File: src/rtl/reg_write_serializer_pkg.sv
// ============================================================================
// reg_file_pkg : shared types and decode helper for the register write path
// Revision     : 1.0
// ============================================================================
`default_nettype none

package reg_file_pkg;

  localparam int NUM_REGS_DEFAULT = 16;
  localparam int MAX_REGS         = 64;

  typedef enum logic [0:0] {
    IDLE = 1'b0,
    HOLD = 1'b1
  } state_t;

  // Address 0 maps to the MSB of the NUM_REGS-wide enable; out-of-range gives zero.
  function automatic logic [MAX_REGS-1:0] addr_to_onehot(input int addr, input int num_regs);
    logic [MAX_REGS-1:0] result;
    result = '0;
    for (int i = 0; i < MAX_REGS; i++) begin
      result[i[5:0]] = (i < num_regs) && (addr == num_regs - 1 - i);
    end
    return result;
  endfunction

endpackage

`default_nettype wire

File: src/rtl/reg_write_serializer_if.sv
// ============================================================================
// reg_wr_if : two-source writeback request bus (A = ALU, B = load)
// Revision  : 1.0
// ============================================================================
`default_nettype none

interface reg_wr_if #(
  parameter int ADDR_W = 4,
  parameter int DATA_W = 32
);
  logic              a_valid;
  logic              a_ready;
  logic [ADDR_W-1:0] a_addr;
  logic [DATA_W-1:0] a_data;
  logic              b_valid;
  logic              b_ready;
  logic [ADDR_W-1:0] b_addr;
  logic [DATA_W-1:0] b_data;

  modport master (
    output a_valid, a_addr, a_data, b_valid, b_addr, b_data,
    input  a_ready, b_ready
  );

  modport slave (
    input  a_valid, a_addr, a_data, b_valid, b_addr, b_data,
    output a_ready, b_ready
  );
endinterface

`default_nettype wire

File: src/rtl/reg_write_serializer_decoder.sv
// ============================================================================
// reg_onehot_decoder : gated MSB-first address-to-one-hot decode
// Revision           : 1.0
// ============================================================================
`default_nettype none

module reg_onehot_decoder
  import reg_file_pkg::*;
#(
  parameter int NUM_REGS = NUM_REGS_DEFAULT,
  parameter int ADDR_W   = $clog2(NUM_REGS)
) (
  input  wire logic [ADDR_W-1:0]   addr_i,
  input  wire logic                en_i,
  output logic      [NUM_REGS-1:0] onehot_o
);

  logic [MAX_REGS-1:0] w_full;

  assign w_full   = addr_to_onehot(int'(addr_i), NUM_REGS);
  assign onehot_o = en_i ? w_full[NUM_REGS-1:0] : '0;

  // Bits above NUM_REGS are always zero from the helper.
  generate
    if (NUM_REGS < MAX_REGS) begin : g_pad
      logic w_unused_hi;
      assign w_unused_hi = ^w_full[MAX_REGS-1:NUM_REGS];
    end
  endgenerate

endmodule

`default_nettype wire

File: src/rtl/reg_write_serializer.sv
// ============================================================================
// reg_write_serializer : merges ALU (A, priority) and load (B) writebacks
//                        onto one register-file write port
// Revision             : 1.0
// ============================================================================
`default_nettype none

module reg_write_serializer
  import reg_file_pkg::*;
#(
  parameter int NUM_REGS           = NUM_REGS_DEFAULT,
  parameter int ADDR_W             = $clog2(NUM_REGS),
  parameter int DATA_W             = 32,
  parameter int ZERO_REG_HARDWIRED = 0
) (
  input  wire logic                clk,
  input  wire logic                rst_n,
  input  wire logic                load_enable_i,
  reg_wr_if.slave                  wr_if,
  output logic      [NUM_REGS-1:0] load_en_o,
  output logic      [DATA_W-1:0]   wr_data_o,
  output logic                     drop_b_o,
  output logic                     bad_addr_o
);

  state_t            state_q, state_d;
  logic [ADDR_W-1:0] hold_addr_q, hold_addr_d;
  logic [DATA_W-1:0] hold_data_q, hold_data_d;
  logic              drop_d;

  logic                w_ready;
  logic                w_a_acc;
  logic                w_b_acc;
  logic                w_issue;
  logic [ADDR_W-1:0]   w_iss_addr;
  logic [DATA_W-1:0]   w_iss_data;
  logic                w_dec_en;
  logic                w_bad;
  logic [NUM_REGS-1:0] w_onehot;

  assign w_ready       = load_enable_i && (state_q == IDLE);
  assign wr_if.a_ready = w_ready;
  assign wr_if.b_ready = w_ready;
  assign w_a_acc       = wr_if.a_valid && w_ready;
  assign w_b_acc       = wr_if.b_valid && w_ready;

  always_comb begin
    state_d     = state_q;
    hold_addr_d = hold_addr_q;
    hold_data_d = hold_data_q;
    drop_d      = 1'b0;
    w_issue     = 1'b0;
    w_iss_addr  = '0;
    w_iss_data  = '0;
    case (state_q)
      IDLE: begin
        if (w_a_acc) begin
          w_issue    = 1'b1;
          w_iss_addr = wr_if.a_addr;
          w_iss_data = wr_if.a_data;
          if (w_b_acc) begin
            // A would overwrite B in the same register, so B is redundant.
            if (wr_if.b_addr == wr_if.a_addr) begin
              drop_d = 1'b1;
            end else begin
              hold_addr_d = wr_if.b_addr;
              hold_data_d = wr_if.b_data;
              state_d     = HOLD;
            end
          end
        end else if (w_b_acc) begin
          w_issue    = 1'b1;
          w_iss_addr = wr_if.b_addr;
          w_iss_data = wr_if.b_data;
        end
      end
      HOLD: begin
        if (load_enable_i) begin
          w_issue    = 1'b1;
          w_iss_addr = hold_addr_q;
          w_iss_data = hold_data_q;
          state_d    = IDLE;
        end
      end
      default: state_d = IDLE;
    endcase
  end

  assign w_bad    = w_issue && (int'(w_iss_addr) >= NUM_REGS);
  assign w_dec_en = w_issue && !((ZERO_REG_HARDWIRED != 0) && (w_iss_addr == '0));

  reg_onehot_decoder #(
    .NUM_REGS (NUM_REGS),
    .ADDR_W   (ADDR_W)
  ) u_dec (
    .addr_i   (w_iss_addr),
    .en_i     (w_dec_en),
    .onehot_o (w_onehot)
  );

  always_ff @(posedge clk or negedge rst_n) begin
    if (!rst_n) begin
      state_q     <= IDLE;
      hold_addr_q <= '0;
      hold_data_q <= '0;
      load_en_o   <= '0;
      wr_data_o   <= '0;
      drop_b_o    <= 1'b0;
      bad_addr_o  <= 1'b0;
    end else begin
      state_q     <= state_d;
      hold_addr_q <= hold_addr_d;
      hold_data_q <= hold_data_d;
      load_en_o   <= w_onehot;
      drop_b_o    <= drop_d;
      bad_addr_o  <= w_bad;
      if (w_issue) begin
        wr_data_o <= w_iss_data;
      end
    end
  end

endmodule

`default_nettype wire

File: src/flat_wrapper.sv
// flat-port wrapper written by rule: the top's interface ports become plain ports
module reg_write_serializer_flat import reg_file_pkg::*;
#(
  parameter int NUM_REGS           = NUM_REGS_DEFAULT,
  parameter int ADDR_W             = $clog2(NUM_REGS),
  parameter int DATA_W             = 32,
  parameter int ZERO_REG_HARDWIRED = 0
)
  (clk, rst_n, load_enable_i, load_en_o, wr_data_o, drop_b_o, bad_addr_o, wr_if_a_valid, wr_if_a_addr, wr_if_a_data, wr_if_b_valid, wr_if_b_addr, wr_if_b_data, wr_if_a_ready, wr_if_b_ready);
  reg_wr_if #(.ADDR_W(ADDR_W), .DATA_W(DATA_W)) wr_if_i ();
  input  wire logic clk;
  input  wire logic rst_n;
  input  wire logic load_enable_i;
  output logic      [NUM_REGS-1:0] load_en_o;
  output logic      [DATA_W-1:0] wr_data_o;
  output logic drop_b_o;
  output logic bad_addr_o;
  input wire logic [$bits(wr_if_i.a_valid)-1:0] wr_if_a_valid;
  input wire logic [$bits(wr_if_i.a_addr)-1:0] wr_if_a_addr;
  input wire logic [$bits(wr_if_i.a_data)-1:0] wr_if_a_data;
  input wire logic [$bits(wr_if_i.b_valid)-1:0] wr_if_b_valid;
  input wire logic [$bits(wr_if_i.b_addr)-1:0] wr_if_b_addr;
  input wire logic [$bits(wr_if_i.b_data)-1:0] wr_if_b_data;
  output wire logic [$bits(wr_if_i.a_ready)-1:0] wr_if_a_ready;
  output wire logic [$bits(wr_if_i.b_ready)-1:0] wr_if_b_ready;
  assign wr_if_i.a_valid = wr_if_a_valid;
  assign wr_if_i.a_addr = wr_if_a_addr;
  assign wr_if_i.a_data = wr_if_a_data;
  assign wr_if_i.b_valid = wr_if_b_valid;
  assign wr_if_i.b_addr = wr_if_b_addr;
  assign wr_if_i.b_data = wr_if_b_data;
  assign wr_if_a_ready = wr_if_i.a_ready;
  assign wr_if_b_ready = wr_if_i.b_ready;
  reg_write_serializer #(.NUM_REGS(NUM_REGS), .ADDR_W(ADDR_W), .DATA_W(DATA_W), .ZERO_REG_HARDWIRED(ZERO_REG_HARDWIRED)) u_core (.clk(clk), .rst_n(rst_n), .load_enable_i(load_enable_i), .wr_if(wr_if_i), .load_en_o(load_en_o), .wr_data_o(wr_data_o), .drop_b_o(drop_b_o), .bad_addr_o(bad_addr_o));
endmodule
File: config.mk
export PLATFORM = sky130hd
export DESIGN_NAME = reg_write_serializer_flat
export DESIGN_NICKNAME = d
export VERILOG_FILES = /design/src/rtl/reg_write_serializer_pkg.sv /design/src/rtl/reg_write_serializer_if.sv /design/src/rtl/reg_write_serializer_decoder.sv /design/src/rtl/reg_write_serializer.sv /design/src/flat_wrapper.sv
export SDC_FILE = /design/constraint.sdc
export NUM_CORES = 1
export LEC_CHECK = 0
export CORE_MARGIN = 3
export CORE_UTILIZATION = 46
export DETAILED_ROUTE_END_ITERATION = 12
export GPL_ROUTABILITY_DRIVEN = 0
export PLACE_DENSITY = 0.93
export SYNTH_ARGS = -nofsm -noshare
export SYNTH_HDL_FRONTEND = slang
export SYNTH_SLANG_ARGS = --single-unit
File: constraint.sdc
create_clock -name clk -period 1.9 [get_ports clk]
set_clock_uncertainty 0.05 [all_clocks]
set_input_delay 0.57 -clock clk [delete_from_list [all_inputs] [get_ports clk]]
set_output_delay 0.57 -clock clk [all_outputs]
set_load 0.02 [all_outputs]
* Yosys cells after proc, flatten, opt, wreduce, memory -nomap -nowiden
Index checks and enable logic that the tools add are counted.
** Word-level totals
- Register bits :: 86
- Output and inout port bits :: 52
- Input bits :: 77
** Operators by class
- Bitwise gates (word level) :: 2
- Mux-type cells :: 22
- Equality and inequality tests :: 16
- Reductions and logical operators :: 5
** Operator list (count)
- 32-bit 2-to-1 mux :: 3
- 32-bit case mux with 2 select lines :: 1
- 4-bit equality test, second input constant :: 8
- 4-bit by 3-bit equality test with 1-bit output, second input constant :: 4
- 16-bit 2-to-1 mux :: 1
- 4-bit 2-to-1 mux :: 3
- 1-bit 2-to-1 mux :: 11
- 4-bit by 2-bit equality test with 1-bit output, second input constant :: 2
- 4-bit case mux with 2 select lines :: 1
- 4-bit by 1-bit equality test with 1-bit output, second input constant :: 1
- 4-bit equality test :: 1
- 4-bit zero test :: 1
- 1-bit case mux with 2 select lines :: 2
- 4-bit AND reduction :: 1
- 1-bit logical AND :: 3
- 1-bit NOT :: 2

* Longest topological paths before layout
- Depth in word-level cells :: 8
- Mapped depth :: 8
- Depth with buffers taken out :: 4

* By module
From an unflattened synthesis, not the netlist that was laid out.
** Second synthesis, totals
- Cells, all modules :: 304
- Area total of the unflattened synthesis :: 3677.3 µm²
** By module, submodules not included
- reg_write_serializer :: area each 3559.7 µm², instances 1, cells each 281
- reg_onehot_decoder :: area each 117.6 µm², instances 1, cells each 23

* Worst setup path after synthesis
No wires, ideal clock.
- Path kind :: input to output
- Start point :: input port load_enable_i
- End point :: output port wr_if_b_ready
- Cell stages on the path :: 3
- Data required time :: 1.280 ns
- Path slack :: -0.036 ns
- Arrival time :: 1.316 ns
- Path buffers :: 2
- Cell sequence :: buf_4 > nor2b_1 > buf_4
** On the way
- Word-level cells in the longest chain between the ends :: 1
** Ends and longest elaborated chain
- start: declaration :: line flat_wrapper.sv:13 : input wire logic load_enable_i;
- 1-bit logical AND :: line reg_write_serializer.sv:41 : assign w_ready = load_enable_i && (state_q == IDLE);
- end: declaration :: line flat_wrapper.sv:25 : output wire logic [$bits(wr_if_i.b_ready)-1:0] wr_if_b_ready;
Every way passes these cells.

* Worst setup path after layout
- Start point :: input port load_enable_i
- End point :: register u_core.hold_addr_q[1]
** On the way
- Word-level cells in the longest chain between the ends :: 3
- Elaborated cells between the ends (all ways) :: 4
- Those cells by class :: 4 x reduce/logical
** Ends and longest elaborated chain
- 1-bit logical AND (*) :: line reg_write_serializer.sv:41
- 1-bit logical AND (on tied branches) :: line reg_write_serializer.sv:45, reg_write_serializer.sv:44
- 4-bit AND reduction (no source line) (*)
- end signal: assignment :: line reg_write_serializer.sv:112 : hold_addr_q <= hold_addr_d;
- end: declaration :: line reg_write_serializer.sv:27 : logic [ADDR_W-1:0] hold_addr_q, hold_addr_d;
Every way passes the cells marked *; elsewhere a longest branch is shown, timed or not.
A chain may end at the register's enable or synchronous reset.

==> impl_metrics.tcl <==
set metrics [dict create \
    final_cell_mix "dfrtp_1, nand2_1, clkdlybuf4s50_1, dlygate4sd2_1, a222oi_1" \
    antenna_cells 0 \
    met1_usage_pct 27.4 \
    utilization_pct 71.2 \
    r2r-start "u_core.state_q$_DFF_PN0_" \
    area_growth_pct 47.3 \
    leakagePower_nw 2.75 \
    cpPeakStageDelay_ns 0.34 \
    cts_root_buffer "clkbuf_8" \
    hold_viol 0 \
    synth_warnings 0 \
    netlist_area_sq_mm 0.00381 \
    top_usage_layer "met2" \
    yosysUniqueCellTypes 39 \
    setup_viol 0 \
    met3_usage_pct 3.66 \
    multi_input_area_sq_mm 0.00153 \
    ys_seq_elements 86 \
    io_pins 129 \
    firstDrtPassIters 6 \
    post-route-min-period_ns 1.82 \
    via_per_inst 5.60 \
    clockBufferDepth 2 \
    grt_pass1_wl_um 16700 \
    power_density_mw_per_mm2 913 \
    portBuffers 127 \
    critPathKind "input port to register" \
    synthCells 304 \
    path_delay_family "buffers and inverters" \
    tns_ns 0 \
    hp-class "input port to async pin" \
    worstReg2RegEnd "u_core.hold_addr_q[1]$_DFFE_PN0P_" \
    grt_util_met2_pct 37.8 \
    worstPathCellList "dlygate4sd2_1 -> buf_6 -> and3b_1 -> nand2_2 -> nor2b_4 -> buf_4 -> buf_12 -> mux2_2" \
    die_y_um 97.1 \
    crit_fanout 10 \
    maxCapViolCount 0 \
    grt_usage_pct 22.0 \
    period_share_pct 96.0 \
    wl_per_cell_um 18.2 \
    critPathCaptureType "register" \
    drt_iter0_drc 271 \
    die-area_sq_mm 0.00942 \
    drive_gt1_share_pct 22.6 \
    syn-num-nets 381 \
    place_ws_ns -0.581 \
    yosysSeqAreaShare_pct 56.4 \
    htree_levels 3 \
    antenna_found_initial 0 \
    crit_buf_inv 4 \
    die_x_um 97.1 \
    grt_pass1_vias 3371 \
    num-nets-final 532 \
    fp.coreArea_sq_mm 0.00789 \
    drcViolationCount 0 \
    start_util_pct 48.4 \
    clk_latency_ns 0.35 \
    timing.final.ws_setup_ns 0.0757 \
    max_freq_mhz 548 \
    numCtsBuffers 9 \
    drtAntennaViolNets 0 \
    critPathArrivalTime_ns 2.01 \
    grt_max_degree 38 \
    final-max-slew-violation-count 0 \
    r2r_cells 6 \
    path_clk_slew_ns 0.09 \
    tightest_slew_ns 0.550 \
    total_power_mw 5.13 \
    status "finished, final reports clean" \
    cts_tree "done" \
    place_hpwl_um 7180 \
    synth.avg_cell_area_sq_um 12.5 \
    grt-ovfl-total 0 \
    critical-path-slowest-cell "mux2_2" \
    seq_area_sq_mm 0.00215 \
    slew_headroom_pct 63.3 \
    final_common_cell "dfrtp_1" \
    worstPathRequired_ns 2.08 \
    rows 32 \
    routed_wl_um 10200 \
    crit_path_start_kind "input port" \
    ir_worst_vdd_uv 429 \
    vias 3148 \
    n_fill_cell 543 \
    rrSetupSlack_ns 0.10 \
    rsz0062_at_grt "no" \
    cts.sinks 86 \
]
[metal layers]
layer  share of wire [%]  vias up  wire length [um]
li1                    -     1423                 -
met1                  39     1553              3980
met2                  52      157              5360
met3                 7.2       15               735
met4                 1.3        0               137
met5                   0        -                 0
[state kept, by name, summed over array words and instances, names as in the netlist]
signal,cells
u_core.hold_data_q,32
u_core.wr_data_o,32
u_core.load_en_o,16
u_core.hold_addr_q,4
u_core.drop_b_o,1
u_core.state_q,1
[worst max-delay path by stage]
stage	from	end	slack [ns]	cells after the start
after global placement	load_enable_i	wr_if_b_ready	-0.53	3
after CTS	wr_if_b_valid	u_core.load_en_o[3]$_DFF_PN0_	0.0009	7
final	load_enable_i	u_core.hold_addr_q[1]$_DFFE_PN0P_	0.08	8
after global routing	load_enable_i	u_core.wr_data_o[0]$_DFFE_PN0P_	0.02	8
after detailed placement	wr_if_a_valid	u_core.hold_addr_q[1]$_DFFE_PN0P_	-0.58	6
after floorplan	load_enable_i	u_core.hold_data_q[10]$_DFFE_PN0P_	0.004	8
[synthesized netlist by cell type (all sizes together)]
cell type	n	area, sq um
a21oi	1	5.00
o2111ai	1	8.76
xnor2	4	35.0
a221oi	1	26.3
buf	14	141
conb	1	3.75
a211o	1	8.76
nand2	72	273
a21boi	1	7.51
nor3b	3	22.5
nand2b	1	6.26
a21o	2	15.0
a31oi	2	12.5
nand4	1	6.26
a22o	1	8.76
nand3b	2	15.0
a22oi	1	7.51
nor2	2	7.51
clkbuf	9	33.8
nor2b	3	21.3
and3	1	6.26
a211oi	1	7.51
o21ai	2	10.0
or2	1	6.26
mux2	36	514
and3b	2	17.5
dfrtp	86	2150
o31ai	2	20.0
nor3	15	75.1
inv	2	7.51
and4bb	1	12.5
a222oi	32	320
[timing repair]
| item | CTS | global route |
|---|---|---|
| cloned | 2 | 0 |
| hold buffers | 0 | 0 |
| gates resized for setup | 79 | 4 |
| pin swaps | 2 | 1 |
| setup buffers | 5 | 0 |
| endpoints found under the setup margin | 135 | 52 |
[worst reg2reg max path, cell delays in order, from the launching register on]
cell     delay, ns
dfrtp_2       0.47
and3b_1       0.27
nand2_2       0.09
nor2b_4       0.20
buf_4         0.15
buf_12        0.13
mux2_2        0.34
[stage by stage]
stage	area (sq um)	instances	hold slack, ns
after floorplan	3820	304	0.224
after global placement	5320	539	0.407
after detailed placement	5320	539	0.413
after CTS	5620	562	0.0734
after global routing	5620	562	0.0954
final	5620	562	0.0866
[area by class of cell]
class / count / share of cell area, %
timing repair buffer: 163 / 28.0
multi-input combinational: 193 / 27.2
clock buffer: 9 / 2.20
inverter: 2 / 0.134
clock inverter: 7 / 1.85
sequential: 86 / 38.3
tap: 102 / 2.27
[where the power goes]
part           internal (mW)  switching (mW)
sequential              2.16           0.224
combinational          0.704           0.606
clock                  0.757           0.676
total                   3.62            1.51
[logic make-up (layout without fill, tap and decap cells)]
family	Yosys count	in the layout	synth area share, %
AO/OA/AOI/OAI	48	48	12.0
flip-flops	86	86	56.4
other	1	1	0.0983
XOR/XNOR	4	4	0.918
multiplexers	36	36	13.5
AND/OR/NAND/NOR	104	104	12.3
buffers and inverters	25	181	4.79
No activity file was read; power rests on OpenSTA's default activity.
